`src/rtl/regfile_pkg.sv`:
```
// Shared constants and types for the register-file writeback path.
package regfile_pkg;

    localparam int unsigned REGARB_ADDR_W = 5;
    localparam int unsigned REGARB_DATA_W = 32;
    localparam int unsigned END_REG       = 26;
    localparam int unsigned RESULT_REG    = 20;

    typedef struct packed {
        logic [REGARB_ADDR_W-1:0] addr;
        logic [REGARB_DATA_W-1:0] data;
    } wb_req_t;

    function automatic int unsigned wrap_inc(input int unsigned idx, input int unsigned n);
        return (idx + 1 >= n) ? 0 : idx + 1;
    endfunction

endpackage

```
`src/rtl/rr_arbiter.sv`:
```
// Round-robin arbiter: first asserted request at or after ptr, wrapping at NUM_REQ-1.
module rr_arbiter #(
    parameter int unsigned NUM_REQ = 3,
    parameter int unsigned IDX_W   = (NUM_REQ > 1) ? $clog2(NUM_REQ) : 1
) (
    input  logic [NUM_REQ-1:0] req,
    input  logic [IDX_W-1:0]   ptr,
    output logic [NUM_REQ-1:0] gnt,
    output logic [IDX_W-1:0]   gnt_idx,
    output logic               gnt_valid
);

    logic [IDX_W-1:0] idx_c;

    always_comb begin
        gnt       = '0;
        gnt_idx   = '0;
        gnt_valid = 1'b0;
        idx_c     = '0;
        for (int unsigned off = 0; off < NUM_REQ; off++) begin
            idx_c = IDX_W'((32'(ptr) + off) % NUM_REQ);
            if (!gnt_valid && req[idx_c]) begin
                gnt[idx_c] = 1'b1;
                gnt_idx    = idx_c;
                gnt_valid  = 1'b1;
            end
        end
    end

endmodule

```
`src/rtl/regfile_write_arbiter.sv`:
```
// Shares the register-file write port among NUM_REQ one-entry writeback buffers.
// Optional REGARB_ZERO_GUARD_EN: grants to address 0 consume the slot but never assert wr_en.
module regfile_write_arbiter #(
    parameter int unsigned NUM_REQ = 3,
    parameter int unsigned ADDR_W  = regfile_pkg::REGARB_ADDR_W,
    parameter int unsigned DATA_W  = regfile_pkg::REGARB_DATA_W,
    parameter int unsigned END_REG = regfile_pkg::END_REG
) (
    input  logic                       clock,
    input  logic                       reset_n,
    input  logic [NUM_REQ-1:0]         req_valid,
    output logic [NUM_REQ-1:0]         req_ready,
    input  logic [NUM_REQ*ADDR_W-1:0]  req_addr,
    input  logic [NUM_REQ*DATA_W-1:0]  req_data,
    input  logic                       wr_hold,
    output logic                       wr_en,
    output logic [ADDR_W-1:0]          wr_addr,
    output logic [DATA_W-1:0]          wr_data,
    output logic [$clog2(NUM_REQ)-1:0] grant_id,
    output logic                       prog_done,
    output logic [NUM_REQ-1:0]         pending
);

    import regfile_pkg::*;

    localparam int unsigned IDX_W = $clog2(NUM_REQ);

    logic [NUM_REQ-1:0] buf_full_q, buf_full_d;
    logic [ADDR_W-1:0]  buf_addr_q [NUM_REQ];
    logic [DATA_W-1:0]  buf_data_q [NUM_REQ];
    logic [IDX_W-1:0]   rr_ptr_q, rr_ptr_d;

    logic [NUM_REQ-1:0] arb_req, grant_now, accept;
    logic [IDX_W-1:0]   grant_idx;
    logic               grant_valid, grant_write, end_hit;
    logic [ADDR_W-1:0]  grant_addr;
    logic [DATA_W-1:0]  grant_data;

    // Hold masks the request vector so ready never sees a grant while frozen.
    assign arb_req = wr_hold ? '0 : buf_full_q;

    rr_arbiter #(
        .NUM_REQ (NUM_REQ),
        .IDX_W   (IDX_W)
    ) u_rr_arbiter (
        .req       (arb_req),
        .ptr       (rr_ptr_q),
        .gnt       (grant_now),
        .gnt_idx   (grant_idx),
        .gnt_valid (grant_valid)
    );

    assign req_ready  = ~buf_full_q | grant_now;
    assign accept     = req_valid & req_ready;
    assign pending    = buf_full_q;
    assign grant_addr = buf_addr_q[grant_idx];
    assign grant_data = buf_data_q[grant_idx];
    assign rr_ptr_d   = IDX_W'(wrap_inc(32'(grant_idx), NUM_REQ));
    assign end_hit    = grant_valid && (grant_addr == ADDR_W'(END_REG)) && grant_data[0];

`ifdef REGARB_ZERO_GUARD_EN
    assign grant_write = grant_valid && (grant_addr != '0);
`else
    assign grant_write = grant_valid;
`endif

    // Clear on grant first, then set on accept, so a same-cycle reload stays full.
    always_comb begin
        buf_full_d = buf_full_q;
        buf_full_d = buf_full_d & ~grant_now;
        buf_full_d = buf_full_d | accept;
    end

    always_ff @(posedge clock) begin
        for (int i = 0; i < NUM_REQ; i++) begin
            if (accept[i]) begin
                buf_addr_q[i] <= req_addr[i*ADDR_W +: ADDR_W];
                buf_data_q[i] <= req_data[i*DATA_W +: DATA_W];
            end
        end
    end

    always_ff @(posedge clock or negedge reset_n) begin
        if (!reset_n) begin
            buf_full_q <= '0;
            rr_ptr_q   <= '0;
            wr_en      <= 1'b0;
            wr_addr    <= '0;
            wr_data    <= '0;
            grant_id   <= '0;
            prog_done  <= 1'b0;
        end else begin
            buf_full_q <= buf_full_d;
            wr_en      <= grant_write;
            if (grant_valid) begin
                wr_addr  <= grant_addr;
                wr_data  <= grant_data;
                grant_id <= grant_idx;
                rr_ptr_q <= rr_ptr_d;
            end
            if (end_hit) begin
                prog_done <= 1'b1;
            end
        end
    end

endmodule

```
`config.mk`:
```
export PLATFORM = sky130hd
export DESIGN_NAME = regfile_write_arbiter
export DESIGN_NICKNAME = d
export VERILOG_FILES = /design/src/rtl/regfile_pkg.sv /design/src/rtl/rr_arbiter.sv /design/src/rtl/regfile_write_arbiter.sv
export SDC_FILE = /design/constraint.sdc
export NUM_CORES = 1
export LEC_CHECK = 0
export ABC_AREA = 1
export BUFFER_PORTS_ARGS = -buffer_cell sky130_fd_sc_hd__buf_4
export CAP_MARGIN = 20
export CORE_UTILIZATION = 47
export CTS_BUF_LIST = sky130_fd_sc_hd__clkbuf_8
export DETAILED_ROUTE_END_ITERATION = 8
export GPL_TIMING_DRIVEN = 0
export HOLD_SLACK_MARGIN = 0.08
export PLACE_DENSITY_LB_ADDON = 0.12
export SLEW_MARGIN = 10
export SYNTH_ARGS = -nofsm -noshare
export SYNTH_HDL_FRONTEND = slang
export SYNTH_HIERARCHICAL = 1
export SYNTH_SLANG_ARGS = --single-unit
```
`constraint.sdc`:
```
create_clock -name clock -period 3.9 [get_ports clock]
set_input_delay 0.39 -clock clock [delete_from_list [all_inputs] [get_ports clock]]
set_output_delay 0.39 -clock clock [all_outputs]
set_load 0.1 [all_outputs]
```
==> reports/metrics.yaml <==
synth_common_cells: "111 x edfxtp_1, 99 x nand2_1, 61 x nand3_1"
yosys.area.top_type_share_pct: 53.6
ios: 164
clock-sinks: 157
clk_pin_slew_worst_paths_ns: 0.08
critPathCaptureType: "output pin"
setup_violations: 0
critPathMaxFanout: 7
remaining_drc_errors: 0
synth-main-ff-cell: "edfxtp_1"
core_um2: 12800
skew_ns: 0.0139
post-place-ws_ns: 1.07
hpwl_um: 9900
maxCapViolations: 0
antenna_found_initial: 0
synth.most_common_cell: "edfxtp_1"
placed_cells_incl_taps: 823
status: "finished clean"
rsz0062_at_grt: "no"
cts_buffer_depth: 2
slew_headroom_pct: 53.0
fin_ws_ns: 1.04
synth_area_leaders: "edfxtp_1 54%, dfrtp_1 19%, nand2_1 6.0%, nand3_1 4.9%, a22oi_2 4.2%"
drive_above_1_share_pct: 33.7
fin_nets: 873
area_growth_pct: 44.6
diodes: 0
finish.cell_count_without_fillers: 937
synth_cell_types: 30
via_per_inst: 4.84
cts_root_buf: "clkbuf_8"
yosys_warnings: 6
min_path_type: "primary input to flop"
setup_tns_ns: 0
grt_pass1_vias: 4500
synth_edf_count: 111
synthCells: 484
die_w_um: 117
synth_seq_area_share_pct: 72.1
start_util_pct: 48.7
synth_area_leader_cell: "edfxtp_1"
routed_wl_um: 15200
htree_levels: 4
crit_arrival_ns: 2.47
synth-seq-cells: 157
drt-pass1-iter-count: 4
die-area_um2: 13700
crit_required_ns: 3.51
rows: 41
grt_pass1_wl_um: 22700
critPathKind: "flop to output pin"
finalHoldViolCount: 0
vias: 4537
drtIter0Drc: 374
async_reset_ff_share_pct: 29.3
worst_pin_slew_ns: 0.703
grt_use_total_pct: 23.0
grt_max_degree: 47
crit_path_start_kind: "flop"
period_share_pct: 73.3
clk_latency_ns: 0.46
post_synth_instance_area_um2: 6220
die_h_um: 117
cts_resized: 0
max_freq_mhz: 350
final.min_clock_period_ns: 2.86
gp_congestion: 0.809
numCtsBuffers: 17
io_buffers: 163
wl_per_cell_um: 16.2
drtAntennaViolNets: 0
maxSlewViolCount: 0
cts_tree: "done"
avgSynthCellArea_um2: 12.9
overflow: 0
syn_nets: 605
==> timing repair <==
item,4_1_cts,5_1_grt
setup buffers,0,0
setup endpoints to repair,0,0
hold buffers,48,34
endpoints found under the hold margin,93,34
==> worst max-delay path: stages, from the launching register on <==
cell and delay, ns:
dfrtp_1 0.41, inv_1 0.09, ha_1 0.43, inv_2 0.11, nand2_1 0.07, nand3_1 0.06
nand2_1 0.06, nand2_1 0.08, inv_2 0.07, nand3_1 0.09, nand2_1 0.10, inv_1 0.08
nand2_1 0.08, buf_4 0.29
==> flip-flops by register name, indices dropped and copies added, names as in the netlist <==
register	cells
rr_ptr_q	2
wr_addr	5
wr_data	32
pending	3
grant_id	2
buf_data_q	96
buf_addr_q	15
wr_en	1
prog_done	1
==> layout make-up <==
class,count,area [um2]
sequential,157,4480
timing repair buffer,249,2150
fill,876,3780
clock inverter,13,119
buffer,21,151
inverter,54,203
clock buffer,19,262
multi-input combinational,252,1420
tap,172,215
==> cells by family after synthesis <==
group,synth area share (%)
AO/OA/AOI/OAI,8.07
adder cells (fa/ha/maj),0.805
buffers and inverters,5.69
flip-flops,72.1
AND/OR/NAND/NOR,13.4
==> final timing paths <==
kind                                   start                 to  slack [ns]  depth (start not counted)
min in group asynchronous            reset_n        wr_data[13]        0.50                          2
worst min-delay path            req_data[20]  buf_data_q[0][20]        0.11                          1
worst min register to register    wr_data[1]         wr_data[1]        0.48                          2
worst max-delay path             rr_ptr_q[0]       req_ready[1]        1.04                         13
worst max register to register   rr_ptr_q[0]  buf_data_q[1][15]        1.12                         13
max in group asynchronous            reset_n        wr_data[20]        2.98                          2
==> metal layers <==
layer / vias to the layer above / part of all wire, % / GRT usage (%) / routed length [um]
met5: - / 0 / 0 / 0
met4: 0 / 0.61 / 5.82 / 93
met3: 8 / 5.7 / 7.83 / 866
met2: 132 / 53 / 40.6 / 8030
met1: 2185 / 41 / 27.0 / 6190
li1: 2212 / - / - / -
==> layout by cell type, fill, tap and decap left out, types with 2 or more instances in the layout <==
cell	synthesis	final
a21oi_1	5	2
a21oi_4	0	3
a22oi_2	21	21
buf_1	4	4
buf_16	0	3
buf_2	7	7
buf_4	1	164
buf_6	5	5
buf_8	2	2
clkbuf_1	2	2
clkbuf_8	0	19
clkinv_2	0	2
clkinv_4	0	4
clkinvlp_4	0	3
dfrtp_1	46	46
dlygate4sd3_1	0	82
edfxtp_1	111	111
ha_1	4	4
inv_1	43	44
inv_2	10	10
inv_6	0	2
nand2_1	99	99
nand2_2	2	2
nand3_1	61	61
nand4_1	6	6
nor2_1	11	11
nor2_2	2	2
nor2_4	2	2
o21ai_0	9	9
o21ai_1	23	23
==> per-stage QoR <==
stage	instance area, um2	utilization [%]	hold WS, ns
final	9000	70.4	0.110
after global routing	9000	70.4	0.0737
after CTS	8660	67.8	0.0803
after detailed placement	7800	61.0	0.457
after global placement	7670	60.1	0.454
after floorplan	6230	-	0.0944
Power is not shown: default switching activity piles up to over one toggle a cycle in this logic, so the estimate is an artifact.
